$ cat config.mk
export PLATFORM = sky130hd
export DESIGN_NAME = gumnut_ctrl_fsm_flat
export DESIGN_NICKNAME = d
export VERILOG_FILES = /design/src/rtl/gumnut_ctrl_fsm_if.sv /design/src/rtl/gumnut_ctrl_fsm.sv /design/src/flat_wrapper.sv
export SDC_FILE = /design/constraint.sdc
export NUM_CORES = 1
export LEC_CHECK = 0
export ABC_AREA = 1
export CORE_MARGIN = 3
export CORE_UTILIZATION = 50
export DETAILED_ROUTE_END_ITERATION = 8
export GPL_TIMING_DRIVEN = 1
export MAX_ROUTING_LAYER = met4
export PLACE_DENSITY_LB_ADDON = 0.3
export SETUP_SLACK_MARGIN = 0.02
export SKIP_CTS_REPAIR_TIMING = 1
export SYNTH_ARGS = -nofsm -noshare
export SYNTH_HDL_FRONTEND = slang
export SYNTH_SLANG_ARGS = --single-unit
$ cat constraint.sdc
create_clock -name clk_i -period 4.05 [get_ports clk_i]
set_clock_uncertainty 0.05 [all_clocks]
set_input_delay 0.81 -clock clk_i [delete_from_list [all_inputs] [get_ports clk_i]]
set_output_delay 0.81 -clock clk_i [all_outputs]
set_load 0.02 [all_outputs]
$ cat src/rtl/gumnut_ctrl_fsm_if.sv
// rtl/gumnut_ctrl_fsm_if.sv - fetch, decode-field, datapath-control and bus signals of the Gumnut controller
interface gumnut_ctrl_fsm_if;
  logic        inst_stb_o;
  logic        inst_ack_i;
  logic [11:0] inst_adr_o;
  logic [2:0]  op_e;
  logic [2:0]  func_e;
  logic [11:0] addr_e;
  logic [7:0]  disp_e;
  logic        zero_e;
  logic        carry_e;
  logic        RegWrt_c;
  logic        ClkEn_e;
  logic [1:0]  RegMux_c;
  logic        op2_c;
  logic [3:0]  ALUOp_c;
  logic        data_stb_o;
  logic        port_stb_o;
  logic        bus_we_o;
  logic        data_ack_i;
  logic        port_ack_i;
  logic        halted_o;
  logic        err_o;
  logic [2:0]  state_o;

  modport master (
    output inst_stb_o, inst_adr_o, RegWrt_c, ClkEn_e, RegMux_c, op2_c, ALUOp_c,
           data_stb_o, port_stb_o, bus_we_o, halted_o, err_o, state_o,
    input  inst_ack_i, op_e, func_e, addr_e, disp_e, zero_e, carry_e, data_ack_i, port_ack_i
  );

  modport slave (
    input  inst_stb_o, inst_adr_o, RegWrt_c, ClkEn_e, RegMux_c, op2_c, ALUOp_c,
           data_stb_o, port_stb_o, bus_we_o, halted_o, err_o, state_o,
    output inst_ack_i, op_e, func_e, addr_e, disp_e, zero_e, carry_e, data_ack_i, port_ack_i
  );
endinterface

$ cat src/rtl/gumnut_ctrl_fsm.sv
// rtl/gumnut_ctrl_fsm.sv - multi-cycle Gumnut control unit: PC, fetch, bus handshakes, branches, return stack
module gumnut_ctrl_fsm #(
  parameter int RS_DEPTH = 8
) (
  input  logic              clk_i,
  input  logic              rst_i,
  gumnut_ctrl_fsm_if.master bus
);
  localparam int RS_AW = $clog2(RS_DEPTH);
  localparam logic [RS_AW:0] RS_FULL = (RS_AW+1)'(RS_DEPTH);

  localparam logic [2:0] OP_ALU   = 3'b000;
  localparam logic [2:0] OP_IMM   = 3'b001;
  localparam logic [2:0] OP_SHIFT = 3'b010;
  localparam logic [2:0] OP_MEM   = 3'b011;
  localparam logic [2:0] OP_BR    = 3'b100;
  localparam logic [2:0] OP_JMP   = 3'b101;
  localparam logic [2:0] OP_MISC  = 3'b110;

  typedef enum logic [2:0] {
    FETCH  = 3'd0,
    DECODE = 3'd1,
    EXEC   = 3'd2,
    MEM    = 3'd3,
    WB     = 3'd4,
    HALT   = 3'd5
  } state_t;

  state_t           state, state_nxt;
  logic [11:0]      pc, pc_nxt;
  logic [11:0]      rs_mem [RS_DEPTH];
  logic [RS_AW-1:0] rs_ptr, rs_top_idx;
  logic [RS_AW:0]   rs_cnt;
  logic             z_flag, c_flag, err;
  logic             err_set, flag_ld, rs_push, rs_pop, br_taken;

  assign rs_top_idx = rs_ptr - RS_AW'(1);

  always_ff @(posedge clk_i or posedge rst_i) begin
    if (rst_i) begin
      state  <= FETCH;
      pc     <= 12'h000;
      rs_ptr <= '0;
      rs_cnt <= '0;
      z_flag <= 1'b0;
      c_flag <= 1'b0;
      err    <= 1'b0;
    end else begin
      state <= state_nxt;
      pc    <= pc_nxt;
      if (flag_ld) begin
        z_flag <= bus.zero_e;
        c_flag <= bus.carry_e;
      end
      if (err_set) err <= 1'b1;
      // A full stack keeps advancing the pointer, so the oldest slot is the one overwritten
      if (rs_push) begin
        rs_ptr <= rs_ptr + RS_AW'(1);
        if (rs_cnt == RS_FULL) err <= 1'b1;
        else                   rs_cnt <= rs_cnt + (RS_AW+1)'(1);
      end else if (rs_pop) begin
        rs_ptr <= rs_top_idx;
        rs_cnt <= rs_cnt - (RS_AW+1)'(1);
      end
    end
  end

  always_ff @(posedge clk_i) begin
    if (rs_push) rs_mem[rs_ptr] <= pc;
  end

  always_comb begin
    br_taken = 1'b0;
    unique case (bus.func_e[1:0])
      2'b00: br_taken = z_flag;
      2'b01: br_taken = !z_flag;
      2'b10: br_taken = c_flag;
      2'b11: br_taken = !c_flag;
      default: br_taken = 1'b0;
    endcase
  end

  always_comb begin
    state_nxt       = state;
    pc_nxt          = pc;
    err_set         = 1'b0;
    flag_ld         = 1'b0;
    rs_push         = 1'b0;
    rs_pop          = 1'b0;
    bus.inst_stb_o  = 1'b0;
    bus.RegWrt_c    = 1'b0;
    bus.ClkEn_e     = 1'b0;
    bus.RegMux_c    = 2'b00;
    bus.op2_c       = 1'b1;
    bus.ALUOp_c     = 4'b0000;
    bus.data_stb_o  = 1'b0;
    bus.port_stb_o  = 1'b0;
    bus.bus_we_o    = 1'b0;

    // ALU controls stay valid through WB since the decoded fields hold until the next fetch
    if ((state == EXEC || state == WB) &&
        (bus.op_e == OP_ALU || bus.op_e == OP_IMM || bus.op_e == OP_SHIFT)) begin
      bus.ALUOp_c = (bus.op_e == OP_SHIFT) ? {2'b10, bus.func_e[1:0]} : {1'b0, bus.func_e};
      bus.op2_c   = (bus.op_e == OP_ALU);
    end

    unique case (state)
      FETCH: begin
        bus.inst_stb_o = !rst_i;
        if (bus.inst_ack_i) begin
          pc_nxt    = pc + 12'd1;
          state_nxt = DECODE;
        end
      end
      DECODE: state_nxt = EXEC;
      EXEC: begin
        state_nxt = FETCH;
        unique case (bus.op_e)
          OP_ALU, OP_IMM, OP_SHIFT: state_nxt = WB;
          OP_MEM: begin
            bus.op2_c = 1'b0;
            if (bus.func_e[2]) err_set   = 1'b1;
            else               state_nxt = MEM;
          end
          OP_BR: if (br_taken) pc_nxt = pc + {{4{bus.disp_e[7]}}, bus.disp_e};
          OP_JMP: begin
            rs_push = bus.func_e[0];
            pc_nxt  = bus.addr_e;
          end
          OP_MISC: begin
            if (bus.func_e == 3'b000) begin
              if (rs_cnt == '0) err_set = 1'b1;
              else begin
                rs_pop = 1'b1;
                pc_nxt = rs_mem[rs_top_idx];
              end
            end else if (bus.func_e == 3'b001) begin
              state_nxt = HALT;
            end
          end
          default: err_set = 1'b1;
        endcase
      end
      MEM: begin
        bus.op2_c      = 1'b0;
        bus.data_stb_o = !bus.func_e[1];
        bus.port_stb_o = bus.func_e[1];
        bus.bus_we_o   = bus.func_e[0];
        if (bus.func_e[1] ? bus.port_ack_i : bus.data_ack_i) begin
          state_nxt = FETCH;
          if (!bus.func_e[0]) begin
            bus.RegWrt_c = 1'b1;
            bus.ClkEn_e  = 1'b1;
            bus.RegMux_c = bus.func_e[1] ? 2'b10 : 2'b01;
          end
        end
      end
      WB: begin
        bus.RegWrt_c = 1'b1;
        bus.ClkEn_e  = 1'b1;
        flag_ld      = 1'b1;
        state_nxt    = FETCH;
      end
      HALT: state_nxt = HALT;
      default: state_nxt = FETCH;
    endcase
  end

  assign bus.inst_adr_o = pc;
  assign bus.halted_o   = (state == HALT);
  assign bus.err_o      = err;
  assign bus.state_o    = state;
endmodule

$ cat src/flat_wrapper.sv
// flat-port wrapper written by rule: the top's interface ports become plain ports
module gumnut_ctrl_fsm_flat 
#(
  parameter int RS_DEPTH = 8
)
  (clk_i, rst_i, bus_inst_stb_o, bus_inst_adr_o, bus_RegWrt_c, bus_ClkEn_e, bus_RegMux_c, bus_op2_c, bus_ALUOp_c, bus_data_stb_o, bus_port_stb_o, bus_bus_we_o, bus_halted_o, bus_err_o, bus_state_o, bus_inst_ack_i, bus_op_e, bus_func_e, bus_addr_e, bus_disp_e, bus_zero_e, bus_carry_e, bus_data_ack_i, bus_port_ack_i);
  gumnut_ctrl_fsm_if bus_i ();
  input  logic clk_i;
  input  logic rst_i;
  output wire logic [$bits(bus_i.inst_stb_o)-1:0] bus_inst_stb_o;
  output wire logic [$bits(bus_i.inst_adr_o)-1:0] bus_inst_adr_o;
  output wire logic [$bits(bus_i.RegWrt_c)-1:0] bus_RegWrt_c;
  output wire logic [$bits(bus_i.ClkEn_e)-1:0] bus_ClkEn_e;
  output wire logic [$bits(bus_i.RegMux_c)-1:0] bus_RegMux_c;
  output wire logic [$bits(bus_i.op2_c)-1:0] bus_op2_c;
  output wire logic [$bits(bus_i.ALUOp_c)-1:0] bus_ALUOp_c;
  output wire logic [$bits(bus_i.data_stb_o)-1:0] bus_data_stb_o;
  output wire logic [$bits(bus_i.port_stb_o)-1:0] bus_port_stb_o;
  output wire logic [$bits(bus_i.bus_we_o)-1:0] bus_bus_we_o;
  output wire logic [$bits(bus_i.halted_o)-1:0] bus_halted_o;
  output wire logic [$bits(bus_i.err_o)-1:0] bus_err_o;
  output wire logic [$bits(bus_i.state_o)-1:0] bus_state_o;
  input wire logic [$bits(bus_i.inst_ack_i)-1:0] bus_inst_ack_i;
  input wire logic [$bits(bus_i.op_e)-1:0] bus_op_e;
  input wire logic [$bits(bus_i.func_e)-1:0] bus_func_e;
  input wire logic [$bits(bus_i.addr_e)-1:0] bus_addr_e;
  input wire logic [$bits(bus_i.disp_e)-1:0] bus_disp_e;
  input wire logic [$bits(bus_i.zero_e)-1:0] bus_zero_e;
  input wire logic [$bits(bus_i.carry_e)-1:0] bus_carry_e;
  input wire logic [$bits(bus_i.data_ack_i)-1:0] bus_data_ack_i;
  input wire logic [$bits(bus_i.port_ack_i)-1:0] bus_port_ack_i;
  assign bus_inst_stb_o = bus_i.inst_stb_o;
  assign bus_inst_adr_o = bus_i.inst_adr_o;
  assign bus_RegWrt_c = bus_i.RegWrt_c;
  assign bus_ClkEn_e = bus_i.ClkEn_e;
  assign bus_RegMux_c = bus_i.RegMux_c;
  assign bus_op2_c = bus_i.op2_c;
  assign bus_ALUOp_c = bus_i.ALUOp_c;
  assign bus_data_stb_o = bus_i.data_stb_o;
  assign bus_port_stb_o = bus_i.port_stb_o;
  assign bus_bus_we_o = bus_i.bus_we_o;
  assign bus_halted_o = bus_i.halted_o;
  assign bus_err_o = bus_i.err_o;
  assign bus_state_o = bus_i.state_o;
  assign bus_i.inst_ack_i = bus_inst_ack_i;
  assign bus_i.op_e = bus_op_e;
  assign bus_i.func_e = bus_func_e;
  assign bus_i.addr_e = bus_addr_e;
  assign bus_i.disp_e = bus_disp_e;
  assign bus_i.zero_e = bus_zero_e;
  assign bus_i.carry_e = bus_carry_e;
  assign bus_i.data_ack_i = bus_data_ack_i;
  assign bus_i.port_ack_i = bus_port_ack_i;
  gumnut_ctrl_fsm #(.RS_DEPTH(RS_DEPTH)) u_core (.clk_i(clk_i), .rst_i(rst_i), .bus(bus_i));
endmodule
# --- After elaboration in Yosys (flattened, before gate mapping) ---
# Memory sizes are Yosys's and may differ from the RTL's.
# Cells that the tools add are included.
classes:
  muxes: 53
  n_reduce_logical: 20
  eq_ne: 23
  addsub: 6
op_table:
  columns: ["cell", "n"]
  rows:
  - ["$mux 12", 4]
  - ["$pmux 12 s3", 1]
  - ["$mux 1", 25]
  - ["$pmux 12 s2", 1]
  - ["$mux 4", 5]
  - ["$mux 3", 6]
  - ["$eq 3x3->1 const B", 5]
  - ["$pmux 3 s5", 1]
  - ["$add 12x1->12 const B", 1]
  - ["$add 12x12->12", 1]
  - ["$eq 3x2->1 const B", 4]
  - ["$mux 2", 5]
  - ["$eq 3x1->1 const B", 3]
  - ["$logic_not 3->1", 3]
  - ["$pmux 3 s3", 1]
  - ["$ne 3x3->1 const B", 2]
  - ["$reduce_and 6->1", 1]
  - ["$reduce_or 5->1", 1]
  - ["$add 4x1->4 const B", 1]
  - ["$eq 2x2->1 const B", 2]
  - ["$eq 4x4->1 const B", 1]
  - ["$logic_not 1->1", 4]
  - ["$logic_not 4->1", 1]
  - ["$ne 2x2->1 const B", 2]
  - ["other kinds (16)", 21]
word_totals:
  ram_bits: 96
  inputBits: 33
  regBits: 25
  mem_count: 1
  word_cells: 110
memory_table:
  columns: ["name", "depth", "word_bits", "rd", "rd_ports_with_merged_regs", "write_ports", "line_no", "text"]
  rows:
  - ["u_core.rs_mem", 8, 12, 1, 0, 1, "gumnut_ctrl_fsm.sv:31", "logic [11:0] rs_mem [RS_DEPTH];"]

# --- Depth between registers and ports, before layout ---
logic_depth:
  word_depth: 8
  ltp_mapped: 16
  mapped_depth_nobuf: 13

# --- Worst setup path after synthesis ---
# OpenSTA, ideal clock, no wires.
synth_timing:
  kind: "input to register"
  startpoint: "input bus_op_e[2]"
  endpoint: "memory u_core.rs_mem[1][0], enable pin"
  path_slack_ps: 1180
  path_stages: 6
  t_arrival_ps: 2424
  n_path_buf: 0
  t_required_ps: 3604
  path_cell_list: "inv_2 -> nor3_4 -> nand3_4 -> inv_1 -> nand2_1 -> nor3_1"
synth_between:
  elab_chain_len: 5
synth_lines:
  columns: ["element", "line_no", "text"]
  rows:
  - ["start, declared", "flat_wrapper.sv:24", "input wire logic [$bits(bus_i.op_e)-1:0] bus_op_e;"]
  - ["$eq 3x3->1", "gumnut_ctrl_fsm.sv:118", "unique case (bus.op_e)"]
  - ["$mux 1", "gumnut_ctrl_fsm.sv:118", null]
  - ["$mux 1", "gumnut_ctrl_fsm.sv:107", "unique case (state)"]
  - ["$mux 1", "gumnut_ctrl_fsm.sv:69", "if (rs_push) rs_mem[rs_ptr] <= pc;"]
  - ["$mux 1 (implied by the code)", "gumnut_ctrl_fsm.sv:69", null]
  - ["end, declared", "gumnut_ctrl_fsm.sv:31", null]
# Every way passes these cells.

# --- Final worst setup path ---
layout_timing:
  startpoint: "input bus_op_e[1]"
  endpoint: "output bus_op2_c"
layout_between:
  elab_chain_len: 7
  elab_cells_between_ends: 10
layout_lines:
  columns: ["element", "line_no", "text"]
  rows:
  - ["$eq 3x1->1 / $logic_not 3->1 (equally long branches)", "gumnut_ctrl_fsm.sv:102, gumnut_ctrl_fsm.sv:104", null]
  - ["$logic_or 1x1->1 (2 in series)", "gumnut_ctrl_fsm.sv:102", "(bus.op_e == OP_ALU || bus.op_e == OP_IMM || bus.op_e == OP_SHIFT)) begin"]
  - ["$logic_and 1x1->1", "gumnut_ctrl_fsm.sv:101", "if ((state == EXEC || state == WB) &&"]
  - ["$mux 1", "gumnut_ctrl_fsm.sv:101", null]
  - ["$mux 1", "gumnut_ctrl_fsm.sv:118", null]
  - ["$pmux 1 s2 (*)", "gumnut_ctrl_fsm.sv:107", null]
  - ["end, declared", "flat_wrapper.sv:15", "output wire logic [$bits(bus_i.op2_c)-1:0] bus_op2_c;"]
# Every way passes the cells marked *; elsewhere a longest branch is shown, timed or not.

==> run_results.csv <==
group,metric,value,unit
outcome,status,"complete, no violations",
sta,fin_tns_setup,0,ns
floorplan,io_pins,63,
final_layout,diodes,0,
floorplan,die_w,118,um
sta,fin_crit_sh,85.4,%
sta,hold_viol_final,0,
floorplan,core_area,12200,um^2
worst_setup_path,crit_path_end_kind,"output pin",
place,place_ws,0.587,ns
clock_tree,clk_pin_slew,0.05,ns
synthesis,ys_seq_elements,121,
sta,maxSlewViolCount,0,
worst_setup_path,critPathRequiredTime,3.19,ns
global_routing,antenna_found_initial,0,
clock_tree,clk_latency,0.42,ns
global_routing,grt_pass1_vias,5106,
worst_setup_path,ff2ff_path_depth,13,
synthesis,async_flop_share,20.7,%
clock_tree,cts_buffers,17,
floorplan,dieArea,14000,um^2
routing,vias,5152,
clock_tree,cts_buffer_depth,2,
final_layout,final_common_cell,"nand2_1",
sta,finalCriticalPeriod,3.46,ns
global_routing,overflow,0,
floorplan,die_h,118,um
worst_setup_path,cp_cell_sequence,"clkdlybuf4s50_1, nand2_1, inv_1, nor3_1, nand2_1, o311ai_0, inv_1, clkdlybuf4s50_1",
clock_tree,cts_tree,"yes",
synthesis,synth.avg_cell_area,9.31,um^2
routing,wl,15800,um
global_routing,grt_pass1_wl,25800,um
worst_setup_path,cp-start-kind,"input port",
synthesis,ys_types,38,
job,drv_cap,0,
power_and_ir_drop,cellLeakagePower,3.08,nW
routing,ant_nets,0,
power_and_ir_drop,finalPower,5.88,mW
final_layout,layout.nets,806,
final_layout,layout-drive-gt1-share,7.94,%
routing,routedWlPerCell,16.9,um
floorplan,initial_core_util,51.9,%
place,portBuffers,62,
clock_tree,clock-root-buffer,"clkbuf_16",
routing,drt_iter0_markers,431,
routing,via_per_inst,5.50,
floorplan,num_rows,40,
worst_setup_path,cpMaxStageDelayCell,"clkdlybuf4s50_1",
sta,fin_ws,0.590,ns
synthesis,ys.flop_type,"edfxtp_1",
worst_setup_path,critical_path_buf_inv_count,4,
synthesis,synth_edf_count,96,
worst_hold_path,hold_depth,2,
worst_setup_path,critPathTopFamily,"buffers and inverters",
synthesis,yosysSeqAreaShare,55.6,%
global_routing,grt_start_max_net_pins,53,
synthesis,yosysWarnings,0,
final_layout,fill_cells,983,
sta,worst_pin_slew,1.04,ns
worst_setup_path,cp.arrival,2.60,ns
worst_setup_path,crit_type,"input port to output pin",
clock_tree,clkSinkCount,121,
sta,setup_violations,0,
worst_hold_path,holdPathEnd,"u_core.bus.err_o$_DFF_PP0_",
sta,slew_headroom,30.3,%
synthesis,syn_area,6310,um^2
power_and_ir_drop,p_per_area,755,nW/um^2
routing,first_pass_iters,5,
sta,max_freq,289,MHz
worst_hold_path,min_from,"u_core.bus.err_o$_DFF_PP0_",
worst_setup_path,max_stage_delay,0.61,ns
place,gp_congestion,0.851,
global_routing,grt_usage,24.1,%
synthesis,synthCells,678,
worst_setup_path,r2r_end,"u_core.bus.inst_adr_o[11]$_DFFE_PP0P_",
worst_hold_path,min_path_type,"flip-flop to flip-flop",
power_and_ir_drop,vdd.ir_drop.worst,0.369,mV
sta,rsz0062_at_grt,"false",
worst_setup_path,path_max_fanout,5,
place,dpl.hpwl,10600,um
final_layout,area_growth,23.3,%
synthesis,synthesis.nets,729,
final_layout,mostFrequentLayoutCells,"nand2_1, nor2_1, edfxtp_1",
clock_tree,htree_levels,4,
routing,route.detailed.drc,0,
worst_setup_path,timing.rr.start,"u_core.rs_ptr[1]$_DFFE_PP0P_",
worst_setup_path,r2r_slack,1.32,ns
-- flip-flops by register name, summed over array words and instances, names as in the netlist --
register and flops:
u_core.c_flag 1, u_core.rs_cnt 4, u_core.bus.err_o 1, u_core.z_flag 1
u_core.rs_mem 96, u_core.rs_ptr 3, u_core.bus.state_o 3, u_core.bus.inst_adr_o 12
-- worst reg2reg max path: stages, from the launching register on --
cell,delay (ns)
dfrtp_1,0.43
inv_1,0.14
ha_1,0.63
buf_4,0.41
inv_1,0.17
nor2_1,0.12
o21ai_0,0.10
nand3_1,0.12
nand3_1,0.11
nand2_1,0.08
inv_1,0.04
nand2_1,0.05
nand2_1,0.05
a21oi_1,0.15
-- per-stage QoR --
step           hold slack, ns  std cells  util (%)  cell area, um^2
3_3_place_gp            0.411        904      59.1             7180
6_report                0.434        936      64.0             7780
5_1_grt                 0.464        936      64.0             7780
3_5_place_dp            0.420        904      59.1             7180
2_1_floorplan           0.392        678         -             6310
4_1_cts                 0.433        936      64.0             7780
-- logic make-up after synthesis --
| logic type | count (synthesis) | share of synthesized area, % |
|---|---|---|
| multiplexers | 1 | 0.238 |
| buffers and inverters | 81 | 5.21 |
| AND/OR/NAND/NOR | 317 | 21.2 |
| XOR/XNOR | 19 | 2.64 |
| adder cells (fa/ha/maj) | 18 | 3.80 |
| AO/OA/AOI/OAI | 121 | 11.4 |
| flip-flops | 121 | 55.6 |
-- cells in the mapped netlist, types with 2 or more instances --
| cell | n | area [um^2] |
|---|---|---|
| clkbuf_1 | 12 | 45.0 |
| o21ai_0 | 61 | 305 |
| o211ai_1 | 22 | 165 |
| nand2_1 | 125 | 469 |
| inv_1 | 54 | 203 |
| ha_1 | 16 | 200 |
| xnor2_1 | 7 | 61.3 |
| dfrtp_1 | 25 | 626 |
| a21oi_1 | 25 | 125 |
| edfxtp_1 | 96 | 2880 |
| nand4_1 | 7 | 43.8 |
| fa_1 | 2 | 40.0 |
| o21ai_4 | 2 | 32.5 |
| nor3_1 | 14 | 70.1 |
| xor2_1 | 12 | 105 |
| o221ai_1 | 3 | 26.3 |
| buf_2 | 11 | 55.1 |
| o311ai_0 | 2 | 17.5 |
| o21a_1 | 2 | 15.0 |
| nor2_1 | 115 | 432 |
| a21o_1 | 2 | 15.0 |
| or2_2 | 2 | 12.5 |
| nand3_1 | 46 | 230 |
-- worst max-delay path by stage --
stage | startpoint | endpoint | cells after the start | slack, ns
finish | bus_op_e[1] | bus_op2_c | 8 | 0.59
global route | u_core.bus.state_o[2]$_DFFE_PP0P_ | bus_ALUOp_c[0] | 9 | 0.39
floorplan | bus_op_e[2] | u_core.rs_mem[1][0]$_DFFE_PP_ | 6 | 1.18
CTS | bus_op_e[1] | bus_op2_c | 8 | 0.59
global placement | bus_op_e[1] | bus_ALUOp_c[1] | 7 | 0.67
detailed placement | bus_op_e[1] | bus_op2_c | 8 | 0.59
-- metal layers --
metal	track usage [%]	share of wire, %
met1	30.7	42
met2	38.0	49
met3	5.89	7.0
met4	8.04	1.7
met5	-	0
-- cell type report --
| class | count | area [um^2] | area share [%] |
|---|---|---|---|
| clock inverters | 8 | 118 | 1.51 |
| well taps | 168 | 210 | 2.70 |
| inverters | 56 | 210 | 2.70 |
| flip-flops and latches | 121 | 3510 | 45.1 |
| clock buffers | 24 | 482 | 6.19 |
| multi-input cells | 476 | 2480 | 31.8 |
| repair buffers | 83 | 778 | 10.0 |
-- where the power goes --
group | switching [mW] | internal (mW)
logic | 1.56 | 0.911
registers | 0.283 | 1.60
clock network | 0.515 | 1.01
total | 2.36 | 3.52
Note: power is estimated with default switching activity, not from simulation.
